**config.mk**
```make
export PLATFORM = sky130hd
export DESIGN_NAME = button_conditioner
export DESIGN_NICKNAME = d
export VERILOG_FILES = /design/src/rtl/button_conditioner.sv
export SDC_FILE = /design/constraint.sdc
export NUM_CORES = 1
export LEC_CHECK = 0
export BUFFER_PORTS_ARGS = -buffer_cell sky130_fd_sc_hd__buf_2
export CORE_MARGIN = 3
export CORE_UTILIZATION = 40
export DETAILED_ROUTE_END_ITERATION = 7
export GPL_TIMING_DRIVEN = 0
export PLACE_DENSITY = 0.61
export SKIP_LAST_GASP = 1
export SYNTH_ARGS = -nofsm -noshare
export SYNTH_HDL_FRONTEND = slang
export SYNTH_SLANG_ARGS = --single-unit
```
**constraint.sdc**
```tcl
create_clock -name clk -period 2 [get_ports clk]
set_input_delay 0.2 -clock clk [delete_from_list [all_inputs] [get_ports clk]]
set_output_delay 0.2 -clock clk [all_outputs]
set_load 0.01 [all_outputs]
```
**src/rtl/button_conditioner.sv**
```systemverilog
// rtl/button_conditioner.sv - per-button synchronizer, tick debounce, edge pulses, optional auto-repeat
// Auto-repeat is built only when BTN_AUTOREPEAT_EN is defined; otherwise btn_repeat is tied low.
module button_conditioner #(
    parameter int N_BTN        = 4,
    parameter int ACTIVE_LOW   = 1,
    parameter int DEBOUNCE_MS  = 10,
    parameter int REPEAT_DELAY = 300,
    parameter int REPEAT_RATE  = 50
) (
    input  logic             clk,
    input  logic             reset,
    input  logic             clk_1ms,
    input  logic [N_BTN-1:0] btn_raw,
    output logic [N_BTN-1:0] btn_level,
    output logic [N_BTN-1:0] btn_press,
    output logic [N_BTN-1:0] btn_release,
    output logic [N_BTN-1:0] btn_repeat
);

    localparam int             DW       = $clog2(DEBOUNCE_MS + 1);
    localparam logic [DW-1:0]  DB_LAST  = DW'(DEBOUNCE_MS - 1);
    localparam logic [N_BTN-1:0] RAW_IDLE = (ACTIVE_LOW != 0) ? '1 : '0;

    if (DEBOUNCE_MS < 1 || REPEAT_DELAY < 1 || REPEAT_RATE < 1) begin : g_bad_param
        $error("button_conditioner: DEBOUNCE_MS, REPEAT_DELAY and REPEAT_RATE must be >= 1");
    end

    logic [N_BTN-1:0]          sync1_q;
    logic [N_BTN-1:0]          sync2_q;
    logic [N_BTN-1:0]          s;
    logic [N_BTN-1:0][DW-1:0]  dcnt_q;
    logic [N_BTN-1:0][DW-1:0]  dcnt_d;
    logic [N_BTN-1:0]          level_q;
    logic [N_BTN-1:0]          level_d;
    logic [N_BTN-1:0]          press_q;
    logic [N_BTN-1:0]          release_q;
    logic [N_BTN-1:0]          acc_press;
    logic [N_BTN-1:0]          acc_release;

    // Released idle level in the sync flops keeps reset from looking like a press.
    assign s = (ACTIVE_LOW != 0) ? ~sync2_q : sync2_q;

    always_ff @(posedge clk or negedge reset) begin
        if (!reset) begin
            sync1_q   <= RAW_IDLE;
            sync2_q   <= RAW_IDLE;
            dcnt_q    <= '0;
            level_q   <= '0;
            press_q   <= '0;
            release_q <= '0;
        end else begin
            sync1_q   <= btn_raw;
            sync2_q   <= sync1_q;
            dcnt_q    <= dcnt_d;
            level_q   <= level_d;
            press_q   <= acc_press;
            release_q <= acc_release;
        end
    end

    always_comb begin
        level_d     = level_q;
        dcnt_d      = dcnt_q;
        acc_press   = '0;
        acc_release = '0;
        for (int i = 0; i < N_BTN; i++) begin
            if (s[i] == level_q[i]) begin
                dcnt_d[i] = '0;
            end else if (clk_1ms) begin
                if (dcnt_q[i] == DB_LAST) begin
                    level_d[i]     = s[i];
                    dcnt_d[i]      = '0;
                    acc_press[i]   = s[i];
                    acc_release[i] = ~s[i];
                end else begin
                    dcnt_d[i] = dcnt_q[i] + 1'b1;
                end
            end
        end
    end

    assign btn_level   = level_q;
    assign btn_press   = press_q;
    assign btn_release = release_q;

`ifdef BTN_AUTOREPEAT_EN
    typedef enum logic [1:0] {
        RPT_IDLE  = 2'd0,
        RPT_DELAY = 2'd1,
        RPT_RUN   = 2'd2
    } rpt_state_e;

    localparam int            RMAX    = (REPEAT_DELAY > REPEAT_RATE) ? REPEAT_DELAY : REPEAT_RATE;
    localparam int            RW      = $clog2(RMAX + 1);
    localparam logic [RW-1:0] RD_LAST = RW'(REPEAT_DELAY - 1);
    localparam logic [RW-1:0] RR_LAST = RW'(REPEAT_RATE - 1);

    rpt_state_e               state_q [N_BTN];
    rpt_state_e               state_d [N_BTN];
    logic [N_BTN-1:0][RW-1:0] rcnt_q;
    logic [N_BTN-1:0][RW-1:0] rcnt_d;
    logic [N_BTN-1:0]         repeat_q;
    logic [N_BTN-1:0]         repeat_d;

    always_ff @(posedge clk or negedge reset) begin
        if (!reset) begin
            for (int i = 0; i < N_BTN; i++) begin
                state_q[i] <= RPT_IDLE;
            end
            rcnt_q   <= '0;
            repeat_q <= '0;
        end else begin
            for (int i = 0; i < N_BTN; i++) begin
                state_q[i] <= state_d[i];
            end
            rcnt_q   <= rcnt_d;
            repeat_q <= repeat_d;
        end
    end

    always_comb begin
        rcnt_d   = rcnt_q;
        repeat_d = '0;
        for (int i = 0; i < N_BTN; i++) begin
            state_d[i] = state_q[i];
            case (state_q[i])
                RPT_IDLE: begin
                    if (acc_press[i]) begin
                        state_d[i] = RPT_DELAY;
                        rcnt_d[i]  = '0;
                    end
                end
                RPT_DELAY: begin
                    if (clk_1ms) begin
                        if (rcnt_q[i] == RD_LAST) begin
                            repeat_d[i] = 1'b1;
                            rcnt_d[i]   = '0;
                            state_d[i]  = RPT_RUN;
                        end else begin
                            rcnt_d[i] = rcnt_q[i] + 1'b1;
                        end
                    end
                end
                RPT_RUN: begin
                    if (clk_1ms) begin
                        if (rcnt_q[i] == RR_LAST) begin
                            repeat_d[i] = 1'b1;
                            rcnt_d[i]   = '0;
                        end else begin
                            rcnt_d[i] = rcnt_q[i] + 1'b1;
                        end
                    end
                end
                default: begin
                    state_d[i] = RPT_IDLE;
                    rcnt_d[i]  = '0;
                end
            endcase
            // A release landing on a repeat tick wins and suppresses that pulse.
            if (acc_release[i]) begin
                state_d[i]  = RPT_IDLE;
                rcnt_d[i]   = '0;
                repeat_d[i] = 1'b0;
            end
        end
    end

    assign btn_repeat = repeat_q;
`else
    assign btn_repeat = '0;
`endif

endmodule

```
### Word-level counts from Yosys, hierarchy flattened

Index checks and enable logic that the tools add are counted.

* flip-flop bits (word level): 36
* input bits: 7
* word-level logic and storage cells: 77

* add/subtract/negate cells: 4
* equal/unequal tests: 8
* mux-type cells: 36
* bitwise gates (word level): 9
* reduce and logical (&&, ||, !) cells: 8

Operator list (number)
* 2-to-1 mux 4 bit: 12
* 2-to-1 mux 1 bit: 24
* adder 4 x 1 -> 4 bit, second input constant: 4
* == test 4 bit, second input constant: 4
* AND reduction 3 bit: 4
* inverter 1 bit: 8
* nonzero test 2 bit: 4
* == test 1 bit: 4
* inverter 4 bit: 1

### Depth between registers and ports, before layout

Gate-level depths: netlist of the first run.

* word-level depth: 5
* gate-level depth with buffers: 5

### Worst setup path before layout of the first run

Ideal clock, no wire load.

* path type: flip-flop to flip-flop
* start point: register dcnt_q[8] (netlist name)
* end point: register dcnt_q[10] (netlist name)
* setup time: 0.078 ns
* arrival time: 1.174 ns
* slack: 0.748 ns
* cell stages (with the launch flop): 5
* path buffers: 0
* clock period less this slack: 1.252 ns
* cells stage by stage: dfrtp_1 ha_1 nand3b_1 or3b_1 a21oi_1

* longest elaborated chain between the ends: 4

Ends and longest elaborated chain
* start: declaration: line 31 `logic [N_BTN-1:0][DW-1:0] dcnt_q;`
* start signal: assignment: line 54 `dcnt_q <= dcnt_d;`
* adder 4 x 1 -> 4 bit or == test 4 bit (tied branches): line 76, 70
* 2-to-1 mux 4 bit *: line 70 `if (dcnt_q[i] == DB_LAST) begin`
* 2-to-1 mux 4 bit *: line 69 `end else if (clk_1ms) begin`
* 2-to-1 mux 4 bit *: line 67 `if (s[i] == level_q[i]) begin`

Mark *: on every way between the ends. The rest lies on a longest branch, timed or not. The select of a mux whose other input is x is not followed.
A chain may end at the register's enable or synchronous reset.

### Worst setup path after layout of the first run

* start point: register dcnt_q[4] (netlist name)
* end point: register dcnt_q[6] (netlist name)

The elaborated chain is that of the path after synthesis.

==> impl_results.md, run 1 <==
- Worst slew pin tran: 0.7609 ns
- RSZ-0062 raised after global routing: false
- Ys flop type: dfrtp_1
- Die Height: 69.70 um
- Starting Density: 43.03%
- CTS Buf Count: 5
- Period Utilization, post-route: 69.57%
- Final nets: 192
- Register area: 910.9 um^2
- Remaining DRCs: 0
- Hold slack: -0.01504 ns
- Initial DRT Pass Iterations: 4
- Core Area: 3771 um^2
- Vias in the first global route: 1,071
- Hold Crit Class: in2async
- Finished Cell Area: 1891 um^2
- Die W: 69.70 um
- Clk Latency, worst-skew pair: 0.28 ns
- IO buf count: 18
- Failing checks: hold timing
- Layout cells sized above 1: 22.60%
- CP Launch Type: register
- Worst r2r dst: dcnt_q[6]$_DFFE_PN0P_
- Post-synth EDFFs: 0
- Worst vdd ir: about 360 uV
- Worst reg-to-reg setup slack: 0.61 ns
- DRT antenna net count: 0
- Leakage: about 0.87 nW
- # diodes: 0
- First-pass GRT wire length: approximately 4.6 mm
- CP startpoint: dcnt_q[4]$_DFFE_PN0P_
- Clk root buf: clkbuf_8
- CTS tree: done
- Most frequent cell after synthesis: dfrtp_1
- Final setup vio count: 0
- Multi-input logic area: 660.6 um^2
- Vias post-DR: 1,117
- Area contributors post-synth: dfrtp_1 (43%), dfstp_2 (13%), ha_1 (6.2%), nand3b_1 (5.1%), nand2_1 (4.2%)
- Sequential share of the synthesized area: a little under three fifths
- Max-Cap Viols: 0
- Async SR Flop Fraction: 100.0%
- Pwr dens: 743.1 nW/um^2
- Clk sink count: 36
- H-tree levels: 2
- Area Growth Syn to Fin: 16.50%
- Worst-path clk slew: 0.06 ns
- CTS Buffer Depth: 2
- Max Clock Skew: between 0.002 and 0.0025 ns
- Post-Synthesis Cells: 148
- Relative slew margins: just under 50%
- DP HPWL: roughly 1.9 mm
- Setup bufs post-CTS: 0
- Yosys warns: 0
- DIE AREA: between 4000 and 5000 um^2
- GPL Wtd Cong: 0.7773
- Mapped Area: 1623 um^2
- Final Hold Fails: 6
- Cell taking the most area after synthesis: dfrtp_1
- Critical Path RT: 2.20 ns
- Worst-path maximum fanout: 6
- Post-synth top area share: 43.18%
- CP Class: reg2reg
- Pin count of the biggest net entering global routing: 37
- Worst r2r src: dcnt_q[4]$_DFFE_PN0P_
- Post-synth top cells: dfrtp_1 (28), nand2_1 (18), a21oi_1 (12), o21ai_0 (12), nand3b_1 (11)
- Total gr overflow: 0
- #FFs+latches synth: 36
- Critical Path AT: about 1.6 ns
- Gr usage total: 11.97%
- Area after DPL: 1784 um^2
- Rows: 22
- Initial antenna violation count: 0
- Distinct cells, synth: 24
- Period minus WS final: 1.391 ns
- Avg Inst Size Synth: approximately 11 um^2
- WL per Instance: between 10 and 15 um
- Fin. max-slew vios: 0
- # fillers: 334
- Status: finished, violations left
- Setup TNS: 0 ns
- Routed Wire Length: between 2 and 3 mm
- Io pins: 23
- First DRT Iteration DRCs: 72
- Vias/cell: 4.964
- Reg2reg path depth: 4
- Fmax: around 700 MHz
- Crit end category: register
==> worst max-delay path, cell delays in order, from the launching register on <==
cell	delay, ns
dfrtp_1	0.44
ha_1	0.25
nand3b_1	0.13
or3b_1	0.35
a21oi_1	0.14
==> registers in the layout, indices dropped and copies added (netlist names) <==
signal and count:
sync2_q 4, btn_level 4, sync1_q 4, btn_release 4, btn_press 4, dcnt_q 16
==> worst max-delay path by stage <==
stage	endpoint
5_1_grt	dcnt_q[6]$_DFFE_PN0P_
2_1_floorplan	dcnt_q[10]$_DFFE_PN0P_
3_3_place_gp	dcnt_q[6]$_DFFE_PN0P_
6_report	dcnt_q[6]$_DFFE_PN0P_
4_1_cts	dcnt_q[6]$_DFFE_PN0P_
3_5_place_dp	dcnt_q[6]$_DFFE_PN0P_
==> final cells by class <==
type | instances | area share (%)
buffer | 7 | 2.515
clock buffer | 7 | 5.096
inverter | 4 | 0.7942
multi-input combinational | 104 | 34.94
sequential | 36 | 48.18
tap | 48 | 3.177
timing repair buffer | 19 | 5.295
==> timing repair <==
item                      in CTS  in global routing
resized for setup              0                  0
hold buffers                   0                  1
hold endpoints to repair       0                  1
==> per-stage QoR <==
| step | power, mW | worst slack [ns] | util, % | hold slack [ns] | cells |
|---|---|---|---|---|---|
| finish | 1.405 | 0.6087 | 50.13 | -0.01504 | 225 |
| global route | 1.476 | 0.5071 | 50.13 | 0.0001409 | 225 |
| CTS | 1.428 | 0.6055 | 49.87 | 0.002366 | 224 |
| detailed placement | 0.8784 | 0.6431 | 47.31 | 0.3065 | 217 |
| global placement | 0.8722 | 0.6809 | 47.31 | 0.3043 | 217 |
| floorplan | 0.8423 | 0.7482 | - | -0.09559 | 151 |
==> cell families after synthesis <==
| family | after synthesis | share of synthesized area, % |
|---|---|---|
| buf+inv | 11 | 3.855 |
| simple gates | 58 | 21.05 |
| xor+xnor | 5 | 2.698 |
| other cells | 1 | 0.2311 |
| fa+ha+maj | 8 | 6.168 |
| flops | 36 | 56.13 |
| compound gates | 29 | 9.869 |
==> where the power goes <==
part | switching (mW) | leakage (nW) | internal, mW
sequential | 0.0214 | 0.470 | 0.756
combinational | 0.0522 | 0.346 | 0.0386
clock | 0.231 | 0.0503 | 0.306
total | 0.304 | 0.866 | 1.10
==> cell usage in the layout (no fill, tap or decap), types with 2 or more instances in the layout <==
| master | instances |
|---|---|
| a21boi_0 | 3 |
| a21oi_1 | 12 |
| and4b_1 | 3 |
| buf_2 | 20 |
| buf_4 | 5 |
| clkbuf_8 | 7 |
| conb_1 | 4 |
| dfrtp_1 | 28 |
| dfstp_2 | 8 |
| ha_1 | 8 |
| inv_1 | 4 |
| nand2_1 | 18 |
| nand2b_1 | 6 |
| nand3_1 | 3 |
| nand3b_1 | 11 |
| nand4b_1 | 4 |
| nor2_1 | 4 |
| nor3_1 | 4 |
| o21ai_0 | 12 |
| o2bb2ai_1 | 2 |
| or3b_1 | 3 |
| xor2_1 | 4 |
==> per-layer routing <==
metal  vias up  track usage (%)  share of wire (%)
met3         4            4.203                3.8
met1       538            13.59                 44
li1        559                -                  -
met5         -                0                  0
met2        16            20.34                 52
met4         0            5.106               0.92
No activity file was read; power rests on OpenSTA's default activity.
==> run 2, diff against run 1 <==
ABC_AREA = 1   (was not set)
PLACE_DENSITY = 0.63   (was 0.61)
clock period = 1.23 ns   (was 2 ns; I/O delays follow)
==> impl_results.md, run 2 <==
- Status: finished, final reports clean
- Hold Crit Class: in2reg
- RSZ-0062 raised after global routing: true
- Sequential share of the synthesized area: 51.96% (-4.2 points)
- WL per Instance: 10.27 um (-15%)
- Initial DRT Pass Iterations: 4 (unchanged)
- Vias/cell: 4.500 (-9.4%)
- Most frequent cells in the layout: nand2_1 (87), dfrtp_1 (25), inv_1 (24)
- First-pass GRT wire length: 4.892 mm (+6.0%)
- Yosys warns: 0 (unchanged)
- Mapped Area: 1753 um^2 (+8.0%)
- H-tree levels: 2 (unchanged)
- Post-synth top area share: 39.97% (-3.2 points)
- Non-filler cells, final: 292 (+30%)
- Area after DPL: 1912 um^2 (+7.2%)
- CP Class: reg2reg
- DIE AREA: 5213 um^2 (+7.3%)
- Fmax: 824.0 MHz (+15%)
- Total placed cells including tap cells: 277 (+28%)
- Most common cell after layout, fill and taps aside: nand2_1
- # fillers: 380 (+14%)
- Period Utilization, post-route: 98.66% (+29 points)
- Crit-path max cell delay: 0.42 ns (-0.02 ns)
- Max-Cap Viols: 0 (unchanged)
- Final Hold Fails: 0 (-6)
- Area contributors post-synth: dfrtp_1 (40%), nand2_1 (19%), dfstp_2 (12%), ha_1 (5.7%), inv_1 (5.1%)
- Post-synth top cells: nand2_1 (88), dfrtp_1 (28), inv_1 (24)
- Worst r2r src: dcnt_q[9]$_DFFE_PN0P_
- Crit end category: register
- CTS tree: done
- Worst Setup Slack, final: 0.01644 ns (-0.5922 ns)
- Pin count of the biggest net entering global routing: 37 (unchanged)
- Async SR Flop Fraction: 100.0% (unchanged)
- Finished Cell Area: 2132 um^2 (+13%)
- Leakage: 1.206 nW (+39%)
- Hold Crit Depth: 4
- Worst r2r dst: btn_level[2]$_DFFE_PN0P_
- Clk sink count: 36 (unchanged)
- Distinct cells, synth: 16 (-33%)
- Period minus WS final: 1.214 ns (-0.1778 ns)
- Clk root buf: clkbuf_8
- Layout cells sized above 1: 26.45% (+3.8 points)
- Rows: 23 (+4.5%)
- IO buf count: 17 (-1)
- Die Height: 72.20 um (+3.6%)
- Most frequent cell after synthesis: nand2_1
- Die W: 72.20 um (+3.6%)
- Pwr dens: 1105 nW/um^2 (+49%)
- Clk Latency, worst-skew pair: 0.27 ns (about the same)
- Routed Wire Length: 3.000 mm (+11%)
- Initial antenna violation count: 0 (unchanged)
- Fin. max-slew vios: 0 (unchanged)
- Final nets: 257 (+34%)
- Post-synth EDFFs: 0 (unchanged)
- CTS Buf Count: 5 (unchanged)
- Total gr overflow: 0 (unchanged)
- Fin util: 51.81% (+1.7 points)
- Io pins: 23 (unchanged)
- GPL Wtd Cong: 0.7527 (-3.2%)
- Vias in the first global route: 1,138 (+6.3%)
- #FFs+latches synth: 36 (unchanged)
- Ys flop type: dfrtp_1
- CP cell instances: inv_1 > ha_2 > nand2_2 > nor2_4 > nand3_2 > nand2_1 > nand2_1
- Relative slew margins: 49.32% (+0.050 points)
- Worst slew pin tran: 0.7601 ns (-0.0007524 ns)
- Slowest CP cell: dfrtp_1
- Critical Path RT: 1.40 ns (-0.80 ns)
- Max Clock Skew: 0.004579 ns (+0.002140 ns)
- Worst-path clk slew: 0.07 ns (about the same)
- Core Area: 4115 um^2 (+9.1%)
- Cell taking the most area after synthesis: dfrtp_1
- Worst vdd ir: 706.6 uV (+97%)
- # diodes: 0 (unchanged)
- Post-Synthesis Cells: 207 (+40%)
- Placement Setup Slack: 0.01271 ns (-0.6304 ns)
- Most used cell, CP: nand2_1
- Avg Inst Size Synth: 8.468 um^2 (-23%)
- Starting Density: 42.60% (-0.44 points)
- Worst-path maximum fanout: 5 (-1)
- Area Growth Syn to Fin: 21.63%
- Remaining DRCs: 0 (unchanged)
- Last element of the critical path: btn_level[2]$_DFFE_PN0P_
- Critical Path AT: 1.38 ns (-0.21 ns)
- First DRT Iteration DRCs: 99 (+38%)
- Worst reg-to-reg setup slack: 0.02 ns (-0.59 ns)
- DP HPWL: 2.027 mm (+8.7%)
- Reg2reg path depth: 7 (+3)
- Gr usage total: 12.05% (+0.088 points)
- Vias post-DR: 1,314 (+18%)
- Most flop-heavy register: dcnt_q
- Final setup vio count: 0 (unchanged)
- CP Launch Type: register
- CTS Buffer Depth: 2 (unchanged)
- Max FFs per register: 16 (unchanged)
- CP startpoint: dcnt_q[9]$_DFFE_PN0P_
- DRT antenna net count: 0 (unchanged)
==> run 2: changes by cell type in the layout (fill, tap and decap cells not counted), sizes merged, moves of 6 or more <==
cell / previous run / this run
nand3: 3 / 12
o21ai: 12 / 0
nand2b: 6 / 0
nand3b: 11 / 0
nor2: 4 / 12
nand2: 18 / 88
inv: 4 / 28
a21oi: 12 / 4
nand4: 1 / 8
==> run 2: metrics by stage <==
step	hold slack (ns)	TNS [ns]	power, mW
after CTS	0.1515	0	2.372
after detailed placement	0.2291	0	1.463
after global routing	0.1566	-0.3948	2.482
after global placement	0.2291	0	1.457
after floorplan	-0.1726	0	1.402
final	0.1545	0	2.355
==> run 2: metal layers <==
metal / vias up / global-route usage (%) / part of all wire (%)
met5: - / 0 / 0
met4: 0 / 4.384 / 1.0
met3: 2 / 4.155 / 6.1
met2: 22 / 18.71 / 46
met1: 600 / 15.59 / 47
li1: 690 / - / -
==> run 2: where the power goes <==
group          total [mW]  switching (mW)  internal, mW
clock network       0.886           0.388         0.499
registers            1.27          0.0391          1.23
logic               0.198           0.116        0.0825
==> run 2: worst min path at each step <==
stage / startpoint / to
floorplan: reset / btn_level[0]$_DFFE_PN0P_
global placement: btn_raw[3] / sync1_q[3]$_DFF_PN1_
detailed placement: btn_raw[2] / sync1_q[2]$_DFF_PN1_
CTS: clk_1ms / dcnt_q[14]$_DFFE_PN0P_
global route: clk_1ms / dcnt_q[14]$_DFFE_PN0P_
finish: clk_1ms / dcnt_q[12]$_DFFE_PN0P_
==> run 2: logic make-up (layout without fill, tap and decap cells) <==
family          Yosys count  after routing  share of synthesized area, %
fa+ha+maj                 8              8                         5.710
compound gates            4              4                         2.855
other cells               1              4                        0.2139
buf+inv                  34             66                         8.994
simple gates            120            120                         28.27
flops                    36             36                         51.96
xor+xnor                  4              4                         1.998
==> run 2: repair_timing <==
| item | 4_1_cts | 5_1_grt |
|---|---|---|
| hold endpoints to repair | 32 | 0 |
| hold buffers | 5 | 0 |
| setup buffers | 0 | 3 |
| gates resized for setup | 0 | 16 |
| setup endpoints to repair | 0 | 27 |
==> run 2: critical path: cells and delay by family, from the launching register on <==
family                     cells  cell delay, ns
adders and majority gates      1            0.16
DFF                            1            0.42
and+or+nand+nor                5            0.46
buffers and inverters          1            0.08
==> run 2: area by class of cell <==
cell class	count	area, um^2	area share, %
Clock buffer	7	96.34	4.519
Buffer	6	52.55	2.465
Multi-Input combinational cell	140	743.2	34.86
Timing Repair Buffer	25	157.7	7.394
Inverter	28	105.1	4.930
Tap cell	50	62.56	2.934
Sequential cell	36	914.6	42.90
==> run 3, diff against run 2 <==
GPL_TIMING_DRIVEN = not set   (was 0)
==> impl_results.md, run 3 (synthesis gave the netlist of run 2 again) <==
- Total placed cells including tap cells: 278 (+0.36%)
- Die Height: 72.20 um (unchanged)
- IO buf count: 18 (+1)
- First DRT Iteration DRCs: 79 (-20%)
- Worst vdd ir: 539.6 uV (-24%)
- RSZ-0062 raised after global routing: true
- Starting Density: 42.60% (unchanged)
- Period minus WS final: 1.164 ns (-0.04995 ns)
- Critical Path AT: 1.35 ns (-0.03 ns)
- Die W: 72.20 um (unchanged)
- Final nets: 255 (-0.78%)
- Vias post-DR: 1,320 (+0.46%)
- Most frequent cells in the layout: nand2_1 (88), dfrtp_1 (25), inv_1 (24)
- Fin. max-slew vios: 0 (unchanged)
- H-tree levels: 2 (unchanged)
- Final setup vio count: 0 (unchanged)
- Fin util: 51.20% (-0.61 points)
- Max FFs per register: 16 (unchanged)
- Total gr overflow: 0 (unchanged)
- Hold slack: 0.2586 ns (+0.1041 ns)
- Most common cell after layout, fill and taps aside: nand2_1
- Overall power: 2.498 mW (+6.0%)
- Slowest CP cell: dfrtp_1
- Fmax: 859.4 MHz (+4.3%)
- Hold Crit Class: in2async
- # diodes: 0 (unchanged)
- Leakage: 1.199 nW (-0.58%)
- Remaining DRCs: 0 (unchanged)
- First-pass GRT wire length: 5.181 mm (+5.9%)
- Gr usage total: 12.91% (+0.86 points)
- Pin count of the biggest net entering global routing: 25 (-32%)
- Non-filler cells, final: 291 (-0.34%)
- Final Hold Fails: 0 (unchanged)
- Routed Wire Length: 2.931 mm (-2.3%)
- DIE AREA: 5213 um^2 (unchanged)
- Initial antenna violation count: 0 (unchanged)
- CTS tree: done
- Worst-path clk slew: 0.07 ns (about the same)
- Clk sink count: 36 (unchanged)
- Status: finished, final reports clean
- GPL Wtd Cong: 0.8120 (+7.9%)
- Clk Latency, worst-skew pair: 0.29 ns (+0.02 ns)
- Most flop-heavy register: dcnt_q
- Max-Cap Viols: 0 (unchanged)
- Most used cell, CP: nand2_1
- Initial DRT Pass Iterations: 4 (unchanged)
- Max Clock Skew: 0.001476 ns (-0.003103 ns)
- Area Growth Syn to Fin: 20.20%
- Layout cells sized above 1: 24.48% (-2.0 points)
- CP Class: reg2reg
- Pwr dens: 1185 nW/um^2 (+7.3%)
- Vias in the first global route: 1,202 (+5.6%)
- Critical Path RT: 1.41 ns (about the same)
- CTS Buffer Depth: 2 (unchanged)
- CTS Buf Count: 5 (unchanged)
- Clk root buf: clkbuf_8
- Period Utilization, post-route: 94.60% (-4.1 points)
- CP cell instances: inv_1 > ha_1 > nand2_1 > nor2_2 > nand3_1 > nand2_1 > nand2_1
- WL per Instance: 10.07 um (-2.0%)
- DP HPWL: 2.062 mm (+1.7%)
- Rows: 23 (unchanged)
- Worst-path maximum fanout: 3 (-2)
- # fillers: 411 (+8.2%)
- DRT antenna net count: 0 (unchanged)
- Io pins: 23 (unchanged)
- CP Launch Type: register
- Crit-path max cell delay: 0.38 ns (-0.04 ns)
- Vias/cell: 4.536 (+0.80%)
- Crit end category: register
- Core Area: 4115 um^2 (unchanged)
[run 3: cell count changes in the layout (fill, tap and decap cells not counted), moves of 2 or more]
| cell | change |
|---|---|
| nor2_4 | -3 |
| clkbuf_8 | -2 |
| buf_4 | -2 |
| nor2_2 | +2 |
| buf_6 | -2 |
[run 3: through the flow]
step	setup TNS [ns]	area [um^2]	setup slack [ns]
after global routing	-0.1993	2107	-0.05792
final	0	2107	0.06639
after global placement	0	1922	0.03170
after detailed placement	0	1922	0.02633
after CTS	0	2083	0.01194
after floorplan	0	1764	0.1172
[run 3: power by group]
group	internal (mW)	switching, mW	total [mW]
Combinational	0.0812	0.122	0.203
Sequential	1.23	0.0293	1.26
Clock	0.600	0.434	1.03
Total	1.91	0.586	2.50
[run 3: path summary, 6_finish.rpt]
check	startpoint	end	slack, ns	depth (start not counted)
max	dcnt_q[5]$_DFFE_PN0P_	btn_level[1]$_DFFE_PN0P_	0.07	7
min	reset	dcnt_q[3]$_DFFE_PN0P_	0.26	2
max reg2reg	dcnt_q[5]$_DFFE_PN0P_	btn_level[1]$_DFFE_PN0P_	0.07	7
min reg2reg	sync1_q[0]$_DFF_PN1_	sync2_q[0]$_DFF_PN1_	0.36	0
max in group asynchronous	reset	sync2_q[3]$_DFF_PN1_	0.47	3
min in group clk	clk_1ms	btn_release[0]$_DFF_PN0_	0.28	3
[run 3: metal layers]
metal / GRT usage [%] / up-vias / routed length [um] / share of wire [%]
met5: 0 / - / 0 / 0
met4: 7.516 / 0 / 76 / 2.6
met3: 2.909 / 6 / 126 / 4.3
met2: 20.42 / 26 / 1338 / 46
met1: 16.12 / 596 / 1389 / 47
li1: - / 692 / - / -
[run 3: cell type report]
| cell class | count | area [um^2] | share of cell area [%] |
|---|---|---|---|
| multi-input cells | 140 | 715.7 | 33.97 |
| clock inverters | 3 | 42.54 | 2.019 |
| repair buffers | 29 | 197.7 | 9.382 |
| clock buffers | 5 | 68.82 | 3.266 |
| flip-flops and latches | 36 | 914.6 | 43.41 |
| inverters | 28 | 105.1 | 4.988 |
| well taps | 50 | 62.56 | 2.969 |
[run 3: what timing repair did]
action                                  in CTS  in global routing
hold buffers                                 5                  0
gates resized for setup                      0                  9
hold endpoints to repair                    12                  0
setup buffers                                0                  0
endpoints found under the setup margin       0                 25
[run 3: critical path, delay by kind of cell (launching register included)]
| family | cells | cell delay [ns] |
|---|---|---|
| adders and majority gates | 1 | 0.13 |
| DFF | 1 | 0.38 |
| and+or+nand+nor | 5 | 0.51 |
| buffers and inverters | 1 | 0.05 |
